===== src/rtl/cortexm0_sleep_pmu_if.sv =====
// Signal bundle between the sleep PMU, the core, the WIC and the power switch.
// master = PMU side; slave = environment side (core, WIC, power switch).
interface cortexm0_sleep_pmu_if;
    logic       SLEEPING;
    logic       SLEEPDEEP;
    logic       DBGPWRUPREQ;
    logic       WAKEUP;
    logic       WICENACK;
    logic       WICENREQ;
    logic       SLEEPHOLDREQn;
    logic       SLEEPHOLDACKn;
    logic       GATEHCLK;
    logic       ISOLATEn;
    logic       RETAINn;
    logic       PWRDWNREQ;
    logic       PWRGOOD;
    logic [3:0] PMUSTATE;

    modport master (
        input  SLEEPING, SLEEPDEEP, DBGPWRUPREQ, WAKEUP, WICENACK,
               SLEEPHOLDACKn, PWRGOOD,
        output WICENREQ, SLEEPHOLDREQn, GATEHCLK, ISOLATEn, RETAINn,
               PWRDWNREQ, PMUSTATE
    );

    modport slave (
        output SLEEPING, SLEEPDEEP, DBGPWRUPREQ, WAKEUP, WICENACK,
               SLEEPHOLDACKn, PWRGOOD,
        input  WICENREQ, SLEEPHOLDREQn, GATEHCLK, ISOLATEn, RETAINn,
               PWRDWNREQ, PMUSTATE
    );
endinterface


===== src/rtl/cortexm0_sleep_pmu.sv =====
// Always-on deep-sleep power sequencer: WIC handshake, bus hold, clock gate,
// isolation, retention and power switch control, with the reverse on wake-up.
module cortexm0_sleep_pmu #(
    parameter int ISO_DLY = 2,
    parameter int PWR_DLY = 8
) (
    input  logic                       FCLK,
    input  logic                       nRESET,
    cortexm0_sleep_pmu_if.master       pmu
);

    typedef enum logic [3:0] {
        ST_RUN     = 4'd0,
        ST_WICREQ  = 4'd1,
        ST_HOLD    = 4'd2,
        ST_GATE    = 4'd3,
        ST_ISO     = 4'd4,
        ST_RET     = 4'd5,
        ST_OFF     = 4'd6,
        ST_ON      = 4'd7,
        ST_RESTORE = 4'd8,
        ST_DEISO   = 4'd9,
        ST_UNHOLD  = 4'd10,
        ST_WICREL  = 4'd11
    } state_t;

    localparam logic [7:0] ISO_LOAD = 8'(ISO_DLY - 1);
    localparam logic [7:0] PWR_LOAD = 8'(PWR_DLY);

    state_t     state_q, state_d;
    logic [7:0] cnt_q, cnt_d;
    logic       wicenreq_q, wicenreq_d;
    logic       holdreqn_q, holdreqn_d;
    logic       gatehclk_q, gatehclk_d;
    logic       isolaten_q, isolaten_d;
    logic       retainn_q, retainn_d;
    logic       pwrdwnreq_q, pwrdwnreq_d;
    logic       wake_s;

    assign wake_s = pmu.WAKEUP | pmu.DBGPWRUPREQ;

    // Next-state and counter logic; handshake acks win over same-cycle aborts.
    always_comb begin
        state_d = state_q;
        cnt_d   = cnt_q;
        case (state_q)
            ST_RUN: begin
                if (pmu.SLEEPING & pmu.SLEEPDEEP & ~pmu.DBGPWRUPREQ & ~pmu.WAKEUP) begin
                    state_d = ST_WICREQ;
                end else begin
                    state_d = ST_RUN;
                end
            end
            ST_WICREQ: begin
                if (pmu.WICENACK) begin
                    state_d = ST_HOLD;
                end else if (~pmu.SLEEPING | pmu.DBGPWRUPREQ) begin
                    state_d = ST_WICREL;
                end else begin
                    state_d = ST_WICREQ;
                end
            end
            ST_HOLD: begin
                if (~pmu.SLEEPHOLDACKn) begin
                    state_d = ST_GATE;
                end else if (wake_s | ~pmu.SLEEPING) begin
                    state_d = ST_UNHOLD;
                end else begin
                    state_d = ST_HOLD;
                end
            end
            ST_GATE: begin
                if (wake_s) begin
                    state_d = ST_DEISO;
                end else begin
                    state_d = ST_ISO;
                    cnt_d   = ISO_LOAD;
                end
            end
            // ISO and RET are committed: wake is only looked at again in OFF.
            ST_ISO: begin
                if (cnt_q == 8'd0) begin
                    state_d = ST_RET;
                    cnt_d   = ISO_LOAD;
                end else begin
                    cnt_d = cnt_q - 8'd1;
                end
            end
            ST_RET: begin
                if (cnt_q == 8'd0) begin
                    state_d = ST_OFF;
                end else begin
                    cnt_d = cnt_q - 8'd1;
                end
            end
            ST_OFF: begin
                if (wake_s) begin
                    state_d = ST_ON;
                    cnt_d   = PWR_LOAD;
                end else begin
                    state_d = ST_OFF;
                end
            end
            // Each cycle with PWRGOOD high consumes one settle count; a drop restarts it.
            ST_ON: begin
                if (~pmu.PWRGOOD) begin
                    cnt_d = PWR_LOAD;
                end else if (cnt_q <= 8'd1) begin
                    state_d = ST_RESTORE;
                    cnt_d   = ISO_LOAD;
                end else begin
                    cnt_d = cnt_q - 8'd1;
                end
            end
            ST_RESTORE: begin
                if (cnt_q == 8'd0) begin
                    state_d = ST_DEISO;
                end else begin
                    cnt_d = cnt_q - 8'd1;
                end
            end
            ST_DEISO: begin
                state_d = ST_UNHOLD;
            end
            ST_UNHOLD: begin
                if (pmu.SLEEPHOLDACKn) begin
                    state_d = ST_WICREL;
                end else begin
                    state_d = ST_UNHOLD;
                end
            end
            ST_WICREL: begin
                if (~pmu.WICENACK) begin
                    state_d = ST_RUN;
                end else begin
                    state_d = ST_WICREL;
                end
            end
            default: begin
                state_d = ST_RUN;
                cnt_d   = 8'd0;
            end
        endcase
    end

    // Output decode from the next state so outputs are registered with the state.
    always_comb begin
        wicenreq_d  = 1'b0;
        holdreqn_d  = 1'b1;
        gatehclk_d  = 1'b0;
        isolaten_d  = 1'b1;
        retainn_d   = 1'b1;
        pwrdwnreq_d = 1'b0;
        case (state_d)
            ST_RUN, ST_WICREL: begin
                wicenreq_d = 1'b0;
            end
            ST_WICREQ, ST_UNHOLD: begin
                wicenreq_d = 1'b1;
            end
            ST_HOLD, ST_DEISO: begin
                wicenreq_d = 1'b1;
                holdreqn_d = 1'b0;
            end
            ST_GATE: begin
                wicenreq_d = 1'b1;
                holdreqn_d = 1'b0;
                gatehclk_d = 1'b1;
            end
            ST_ISO, ST_RESTORE: begin
                wicenreq_d = 1'b1;
                holdreqn_d = 1'b0;
                gatehclk_d = 1'b1;
                isolaten_d = 1'b0;
            end
            ST_RET, ST_ON: begin
                wicenreq_d = 1'b1;
                holdreqn_d = 1'b0;
                gatehclk_d = 1'b1;
                isolaten_d = 1'b0;
                retainn_d  = 1'b0;
            end
            ST_OFF: begin
                wicenreq_d  = 1'b1;
                holdreqn_d  = 1'b0;
                gatehclk_d  = 1'b1;
                isolaten_d  = 1'b0;
                retainn_d   = 1'b0;
                pwrdwnreq_d = 1'b1;
            end
            default: begin
                wicenreq_d = 1'b0;
            end
        endcase
    end

    // State, counter and output registers; reset drops straight to RUN values.
    always_ff @(posedge FCLK or negedge nRESET) begin
        if (!nRESET) begin
            state_q     <= ST_RUN;
            cnt_q       <= 8'd0;
            wicenreq_q  <= 1'b0;
            holdreqn_q  <= 1'b1;
            gatehclk_q  <= 1'b0;
            isolaten_q  <= 1'b1;
            retainn_q   <= 1'b1;
            pwrdwnreq_q <= 1'b0;
        end else begin
            state_q     <= state_d;
            cnt_q       <= cnt_d;
            wicenreq_q  <= wicenreq_d;
            holdreqn_q  <= holdreqn_d;
            gatehclk_q  <= gatehclk_d;
            isolaten_q  <= isolaten_d;
            retainn_q   <= retainn_d;
            pwrdwnreq_q <= pwrdwnreq_d;
        end
    end

    assign pmu.WICENREQ      = wicenreq_q;
    assign pmu.SLEEPHOLDREQn = holdreqn_q;
    assign pmu.GATEHCLK      = gatehclk_q;
    assign pmu.ISOLATEn      = isolaten_q;
    assign pmu.RETAINn       = retainn_q;
    assign pmu.PWRDWNREQ     = pwrdwnreq_q;
    assign pmu.PMUSTATE      = state_q;

endmodule


===== src/flat_wrapper.sv =====
// flat-port wrapper written by rule: the top's interface ports become plain ports
module cortexm0_sleep_pmu_flat 
#(
    parameter int ISO_DLY = 2,
    parameter int PWR_DLY = 8
)
  (FCLK, nRESET, pmu_SLEEPING, pmu_SLEEPDEEP, pmu_DBGPWRUPREQ, pmu_WAKEUP, pmu_WICENACK, pmu_SLEEPHOLDACKn, pmu_PWRGOOD, pmu_WICENREQ, pmu_SLEEPHOLDREQn, pmu_GATEHCLK, pmu_ISOLATEn, pmu_RETAINn, pmu_PWRDWNREQ, pmu_PMUSTATE);
  cortexm0_sleep_pmu_if pmu_i ();
  input  logic FCLK;
  input  logic nRESET;
  input wire logic [$bits(pmu_i.SLEEPING)-1:0] pmu_SLEEPING;
  input wire logic [$bits(pmu_i.SLEEPDEEP)-1:0] pmu_SLEEPDEEP;
  input wire logic [$bits(pmu_i.DBGPWRUPREQ)-1:0] pmu_DBGPWRUPREQ;
  input wire logic [$bits(pmu_i.WAKEUP)-1:0] pmu_WAKEUP;
  input wire logic [$bits(pmu_i.WICENACK)-1:0] pmu_WICENACK;
  input wire logic [$bits(pmu_i.SLEEPHOLDACKn)-1:0] pmu_SLEEPHOLDACKn;
  input wire logic [$bits(pmu_i.PWRGOOD)-1:0] pmu_PWRGOOD;
  output wire logic [$bits(pmu_i.WICENREQ)-1:0] pmu_WICENREQ;
  output wire logic [$bits(pmu_i.SLEEPHOLDREQn)-1:0] pmu_SLEEPHOLDREQn;
  output wire logic [$bits(pmu_i.GATEHCLK)-1:0] pmu_GATEHCLK;
  output wire logic [$bits(pmu_i.ISOLATEn)-1:0] pmu_ISOLATEn;
  output wire logic [$bits(pmu_i.RETAINn)-1:0] pmu_RETAINn;
  output wire logic [$bits(pmu_i.PWRDWNREQ)-1:0] pmu_PWRDWNREQ;
  output wire logic [$bits(pmu_i.PMUSTATE)-1:0] pmu_PMUSTATE;
  assign pmu_i.SLEEPING = pmu_SLEEPING;
  assign pmu_i.SLEEPDEEP = pmu_SLEEPDEEP;
  assign pmu_i.DBGPWRUPREQ = pmu_DBGPWRUPREQ;
  assign pmu_i.WAKEUP = pmu_WAKEUP;
  assign pmu_i.WICENACK = pmu_WICENACK;
  assign pmu_i.SLEEPHOLDACKn = pmu_SLEEPHOLDACKn;
  assign pmu_i.PWRGOOD = pmu_PWRGOOD;
  assign pmu_WICENREQ = pmu_i.WICENREQ;
  assign pmu_SLEEPHOLDREQn = pmu_i.SLEEPHOLDREQn;
  assign pmu_GATEHCLK = pmu_i.GATEHCLK;
  assign pmu_ISOLATEn = pmu_i.ISOLATEn;
  assign pmu_RETAINn = pmu_i.RETAINn;
  assign pmu_PWRDWNREQ = pmu_i.PWRDWNREQ;
  assign pmu_PMUSTATE = pmu_i.PMUSTATE;
  cortexm0_sleep_pmu #(.ISO_DLY(ISO_DLY), .PWR_DLY(PWR_DLY)) u_core (.FCLK(FCLK), .nRESET(nRESET), .pmu(pmu_i));
endmodule

===== config.mk =====
export PLATFORM = sky130hd
export DESIGN_NAME = cortexm0_sleep_pmu_flat
export DESIGN_NICKNAME = d
export VERILOG_FILES = /design/src/rtl/cortexm0_sleep_pmu_if.sv /design/src/rtl/cortexm0_sleep_pmu.sv /design/src/flat_wrapper.sv
export SDC_FILE = /design/constraint.sdc
export NUM_CORES = 1
export LEC_CHECK = 0
export ABC_AREA = 1
export CELL_PAD_IN_SITES_DETAIL_PLACEMENT = 1
export CELL_PAD_IN_SITES_GLOBAL_PLACEMENT = 2
export CORE_MARGIN = 8
export CORE_UTILIZATION = 27
export DETAILED_ROUTE_END_ITERATION = 10
export PLACE_DENSITY_LB_ADDON = 0.1
export RECOVER_POWER = 50
export SLEW_MARGIN = 10
export SYNTH_ARGS = -nofsm -noshare
export SYNTH_HDL_FRONTEND = slang
export SYNTH_SLANG_ARGS = --single-unit

===== constraint.sdc =====
create_clock -name FCLK -period 1.9 [get_ports FCLK]
set_clock_uncertainty 0.15 [all_clocks]
set_input_delay 0.38 -clock FCLK [delete_from_list [all_inputs] [get_ports FCLK]]
set_output_delay 0.38 -clock FCLK [all_outputs]
set_load 0.03 [all_outputs]

==> run metrics, run 1 <==
status finished, violations left; violated checks negative setup slack; RSZ-0062 raised after global routing yes; via/cell ratio 4.66; core area 4690 um2; Wirelength per Cell 14.1 um; Port Buffers 18; mapped cell area 1300 um2; overall routing resource usage 11.3%; Die W 85.3 um; met3 Usage GRT 2.61%; CP Capture Type register; global route hottest layer met2; area grow syn2layout 42.8%; FF+latch count, synth 18; dpl ws -0.237 ns; pin count of the biggest net entering global routing 19; Synth Instances 189; Critical Path RT 1.94 ns; residual DRC count 0; clk buf depth 2; TNS Setup -0.00430 ns; ANT cells 0; count leader, synth nand2_1; post-synth cell types 22; total clock sinks 18; max_slew headroom 29.8%; Synth async-reset ratio 100%; Post-CTS Hold Fix Bufs 0; CTS tree done; worst-margin pin slew 1.05 ns; Buf+Inv Stages, Crit Path 1; via count 1,319; GR Overflow Total 0; cell taking the most area after synthesis dfrtp_1; final worst-path cycle share 100%; PD cells 1910 nW/um2; # setup viols final 2; footprint of the multi-input gates 852 um2; Worst path most repeated cell nand2_2; placed cells 278; Worst path top cell family by delay simple AND/OR/NAND/NOR gates; Setup WS post-layout -0.00216 ns; Top FF cell, synth dfrtp_1; crit-path max FO 6; clock latency on the worst-skew pair 0.25 ns; hold crit path type reg2reg; num rows 25; final hold violations 0; Synth top area share 28.9%; number of DRC markers in iteration 0 31; clock-pin transition on the worst setup and hold timing paths 0.07 ns; Post-synth EDFFs 0; clk root buf clkbuf_8; Die Ht 85.3 um; Critical Path Slowest Stage Cell dfrtp_1; total power 3.55 mW; critical path type reg2reg; CP peak stage delay 0.39 ns; Starting Density 27.7%; YS warnings 0; cells along the critical path inv_2 > ha_4 > nand3_4 > nor2_4 > o21ai_2 > nor2_4 > nand2_4 > nand2_2 > nand2_2 > nand2_2 > nand2_2 > nor2_2; NumNets Final 241; Worst setup SP type register; post-synth net total 200; global routing usage on met2 20.4%; synth cell count leaders nand2_1, nor2_1, inv_1; Max Cap Viol 0; Seq/Total Area, Yosys 35.0%; FMAX 0.526 GHz; DIE AREA 7280 um2; Detail Placement HPWL 3250 um; average cell area after synthesis 6.87 um2; CTS buffer count 3; Worst VDD drop 776 uV; first-pass GRT wire length 6710 um; non-filler instance count after layout 283; Leak 0.901 nW; register area 455 um2; 1st-pass router iterations 4; fraction of layout cells with a size suffix above 1 33.2%; post-route antenna net violation count 0; Final Wtd Congestion 0.839; Top Ports 19; Worst Path Arrival 1.94 ns; max-slew violation count 0; Fillers 589; synth top area cells dfrtp_1, nand2_1, nor2_1, inv_1, dfstp_2; minimum clock period 1.90 ns; GR Util met1 13.3%; final WL 4000 um; number of global-route vias before repair 1,432; initial antenna violation count 0; H-tree depth 1; hold slack 0.407 ns
## where the power goes
part / internal, mW / total (mW) / switching, mW
sequential: 0.561 / 0.689 / 0.128
clock: 0.184 / 0.312 / 0.128
combinational: 0.974 / 2.55 / 1.57
total: 1.72 / 3.55 / 1.83
## final cells by class
type / count / share of cell area, %
Clock buffer: 4 / 2.97
Inverter: 32 / 6.48
Multi-Input combinational cell: 139 / 46.0
Sequential cell: 18 / 24.6
Tap cell: 54 / 3.65
Timing Repair Buffer: 36 / 16.3
## registers in the layout (all words and copies together) (netlist names)
register and count:
u_core.cnt_q 8, u_core.pmu.GATEHCLK 1, u_core.pmu.ISOLATEn 1, u_core.pmu.PMUSTATE 4, u_core.pmu.PWRDWNREQ 1, u_core.pmu.RETAINn 1, u_core.pmu.SLEEPHOLDREQn 1, u_core.pmu.WICENREQ 1
## cells in the final DEF, fill, tap and decap left out, types with 4 or more instances in the layout
master	instances
nand2_2	11
dlygate4sd2_1	7
clkbuf_8	4
nor2_1	27
nand3_1	11
inv_1	23
clkdlybuf4s50_1	10
o21ai_0	7
buf_4	17
o21ai_1	4
nand2_1	36
nor2_2	7
nor2_4	9
inv_2	9
dfrtp_1	14
## cells by family after synthesis
kind of cell | after synthesis | synth area share (%)
XOR/XNOR | 3 | 2.03
buffers and inverters | 32 | 9.26
AND/OR/NAND/NOR | 116 | 44.6
flip-flops | 18 | 35.0
adder cells (fa/ha/maj) | 2 | 1.93
AO/OA/AOI/OAI | 18 | 7.14
## path summary, 6_finish.rpt
check / start / endpoint / slack [ns] / depth (start not counted)
hold reg to reg: u_core.cnt_q[2]$_DFFE_PN0P_ / u_core.cnt_q[2]$_DFFE_PN0P_ / 0.41 / 3
min in group asynchronous: nRESET / u_core.cnt_q[2]$_DFFE_PN0P_ / 0.69 / 2
setup reg to reg: u_core.cnt_q[1]$_DFFE_PN0P_ / u_core.pmu.SLEEPHOLDREQn$_DFF_PN1_ / -0.002 / 12
max in group asynchronous: nRESET / u_core.pmu.PMUSTATE[1]$_DFF_PN0_ / 0.21 / 2
setup / recovery: u_core.cnt_q[1]$_DFFE_PN0P_ / u_core.pmu.SLEEPHOLDREQn$_DFF_PN1_ / -0.002 / 12
hold / removal: u_core.cnt_q[2]$_DFFE_PN0P_ / u_core.cnt_q[2]$_DFFE_PN0P_ / 0.41 / 3
## worst reg2reg max path, delay by kind of cell, from the launching register on
| family | cells | cell delay, ns |
|---|---|---|
| AO/OA/AOI/OAI | 1 | 0.10 |
| adder cells (fa/ha/maj) | 1 | 0.19 |
| buffers and inverters | 1 | 0.13 |
| flip-flops | 1 | 0.39 |
| AND/OR/NAND/NOR | 9 | 0.87 |
## timing repair
action,4_1_cts,5_1_grt
pin swaps,2,15
resized for setup,15,28
setup buffers,0,1
endpoints found under the setup margin,20,14
## routing by layer
metal / vias to the layer above / share of wire (%)
li1: 668 / -
met1: 635 / 45
met2: 14 / 52
met3: 2 / 2.6
met4: 0 / 0.55
met5: - / 0
## per-stage QoR
| stage | area (um2) | utilization (%) |
|---|---|---|
| 2_1_floorplan | 1300 | - |
| 3_3_place_gp | 1670 | 35.7 |
| 3_5_place_dp | 1670 | 35.7 |
| 4_1_cts | 1740 | 37.2 |
| 5_1_grt | 1850 | 39.5 |
| 6_report | 1850 | 39.5 |
(Power assumes the default switching activity.)
==> inputs of run 2 (changes only) <==
GPL_ROUTABILITY_DRIVEN = 0   (was unset)
==> results of run 2 <==
Final layout, timing and power as in run 1 (identical DEF).
==> inputs of run 3 (changes only) <==
CTS_BUF_LIST = sky130_fd_sc_hd__clkbuf_16   (was unset)
==> run 3 against run 2 <==
The flow now finishes without violations. Largest cell class unchanged. Cell count up 0.71%. Highest routed layer unchanged. Fmax grew 0.12%. Worst hold slack better by 0.0016 ns. Global-route usage up 0.12 points. Critical endpoint unchanged. Via count is 1.9% higher. Sequential share of layout area shrank 0.57 points. Sequential cell count did not move. Wire length down 1.3%. Worst setup slack improved by 0.0023 ns. Clock-buffer cell count down 1. Clock power increased by 33%.
==> run metrics, run 3 (synthesis results as in run 1) <==
placed cells 278 (unchanged); first-pass GRT wire length 6750 um (+0.52%); H-tree depth 1 (unchanged); max-slew violation count 0 (unchanged); Wirelength per Cell 13.9 um (-2.0%); Die W 85.3 um (unchanged); max reg flops 8 (unchanged); post-route antenna net violation count 0 (unchanged); reg2reg start u_core.cnt_q[1]$_DFFE_PN0P_; PD cells 1950 nW/um2 (+1.8%); clk root buf clkbuf_16; critical path type reg2reg; GR Overflow Total 0 (unchanged); RR Endpoint u_core.pmu.SLEEPHOLDREQn$_DFF_PN1_; Leak 0.926 nW (+2.8%); RSZ-0062 raised after global routing yes; CTS buffer count 3 (unchanged); area grow syn2layout 45.8%; final hold violations 0 (unchanged); final worst-path cycle share 100% (-0.12 points); Detail Placement HPWL 3250 um (unchanged); Die Ht 85.3 um (unchanged); number of global-route vias before repair 1,440 (+0.56%); DIE AREA 7280 um2 (unchanged); Max Cap Viol 0 (unchanged); Endpoint, Worst Hold u_core.cnt_q[2]$_DFFE_PN0P_; # setup viols final 0 (-2); hold slack 0.408 ns (+0.00163 ns); crit-path max FO 6 (unchanged); Worst setup SP type register; dpl ws -0.237 ns (unchanged); non-filler instance count after layout 285 (+0.71%); worst r2r path cells 12 (unchanged); max_slew headroom 30.0% (+0.25 points); FMAX 0.526 GHz (+0.12%); clk buf depth 2 (unchanged); commonest non-fill, non-tap cell in the layout nand2_1; worst-margin pin slew 1.05 ns (-0.00372 ns); Critical Path RT 1.93 ns (about the same); number of DRC markers in iteration 0 40 (+29%); hold crit path type reg2reg; ANT cells 0 (unchanged); NumNets Final 243 (+0.83%); 1st-pass router iterations 4 (unchanged); clock latency on the worst-skew pair 0.24 ns (about the same); CTS tree done; residual DRC count 0 (unchanged); initial antenna violation count 0 (unchanged); Port Buffers 18 (unchanged); Biggest register u_core.cnt_q; Starting Density 27.7% (unchanged); num rows 25 (unchanged); pin count of the biggest net entering global routing 19 (unchanged); via/cell ratio 4.72 (+1.2%); CP Capture Type register; Hold Path Stages 3 (unchanged); Post-CTS Hold Fix Bufs 0 (unchanged); core area 4690 um2 (unchanged); Worst Path Arrival 1.93 ns (about the same); status finished clean; Hold Crit Start u_core.cnt_q[2]$_DFFE_PN0P_; overall routing resource usage 11.4% (+0.12 points); total clock sinks 18 (unchanged); Worst VDD drop 711 uV (-8.4%); commonest non-fill, non-tap cells in the layout nand2_1, nor2_1, inv_1, buf_4, dfrtp_1; Top Ports 19 (unchanged); minimum clock period 1.90 ns (-0.00226 ns); clock-pin transition on the worst setup and hold timing paths 0.05 ns (-0.02 ns); Setup WS post-layout 0.000109 ns (+0.00226 ns); final WL 3950 um (-1.3%); Worst R2R Setup Slack 0.0001 ns (about the same); fraction of layout cells with a size suffix above 1 33.8% (+0.58 points); via count 1,344 (+1.9%)
-- run 3: metal layers --
layer  routed length, um  global-route usage [%]
met5                   0                       0
met4                  37                    2.07
met3                 120                    2.90
met2                2090                    20.5
met1                1700                    13.3
-- run 3: final cells by class --
cell class / instances / area (um2)
Fill cell: 591 / 2800
Multi-Input combinational cell: 139 / 850
Sequential cell: 18 / 454
Timing Repair Buffer: 38 / 322
Inverter: 32 / 120
Clock buffer: 3 / 75.1
Tap cell: 54 / 67.6
Clock inverter: 1 / 3.75
-- run 3: worst max path at each step --
| stage | start | endpoint | slack [ns] | cells past startpoint |
|---|---|---|---|---|
| 6_report | u_core.cnt_q[1]$_DFFE_PN0P_ | u_core.pmu.SLEEPHOLDREQn$_DFF_PN1_ | 0.0001 | 12 |
| 5_1_grt | u_core.cnt_q[1]$_DFFE_PN0P_ | u_core.pmu.ISOLATEn$_DFF_PN1_ | -0.13 | 11 |
| 4_1_cts | pmu_DBGPWRUPREQ | u_core.cnt_q[4]$_DFFE_PN0P_ | 0.01 | 10 |
| 3_5_place_dp | pmu_DBGPWRUPREQ | u_core.cnt_q[4]$_DFFE_PN0P_ | -0.24 | 10 |
| 3_3_place_gp | pmu_WAKEUP | u_core.pmu.SLEEPHOLDREQn$_DFF_PN1_ | -0.19 | 11 |
| 2_1_floorplan | u_core.cnt_q[0]$_DFFE_PN0P_ | u_core.pmu.WICENREQ$_DFF_PN0_ | 0.07 | 11 |
-- run 3: through the flow --
step | utilization, % | power [mW] | setup TNS (ns) | area (um2)
after global routing | 40.3 | 4.05 | -1.29 | 1890
after detailed placement | 35.7 | 2.97 | -2.15 | 1670
after CTS | 37.7 | 3.44 | 0 | 1770
after floorplan | - | 2.15 | 0 | 1300
after global placement | 35.7 | 2.93 | -1.35 | 1670
final | 40.3 | 3.69 | 0 | 1890
-- run 3: power breakdown --
group | total [mW] | internal [mW] | switching, mW
Clock | 0.414 | 0.279 | 0.135
Combinational | 2.59 | 1.01 | 1.58
Sequential | 0.684 | 0.560 | 0.123
-- run 3: critical path, cell delays in order, from the launching register on --
cell and delay (ns):
dfrtp_1 0.38, inv_2 0.12, ha_4 0.18, nand3_2 0.11, nor2_4 0.21, o21ai_2 0.10
nor2_4 0.16, nand2_4 0.09, nand2_2 0.06, nand2_2 0.05, nand2_2 0.07, nand2_2 0.07
nor2_2 0.08
-- run 3: what timing repair did --
item / 4_1_cts / 5_1_grt
pin swaps: 3 / 11
setup endpoints to repair: 21 / 13
buffers inserted: 0 / 3
endpoints found under the hold margin: 0 / 0
resized for setup: 17 / 25
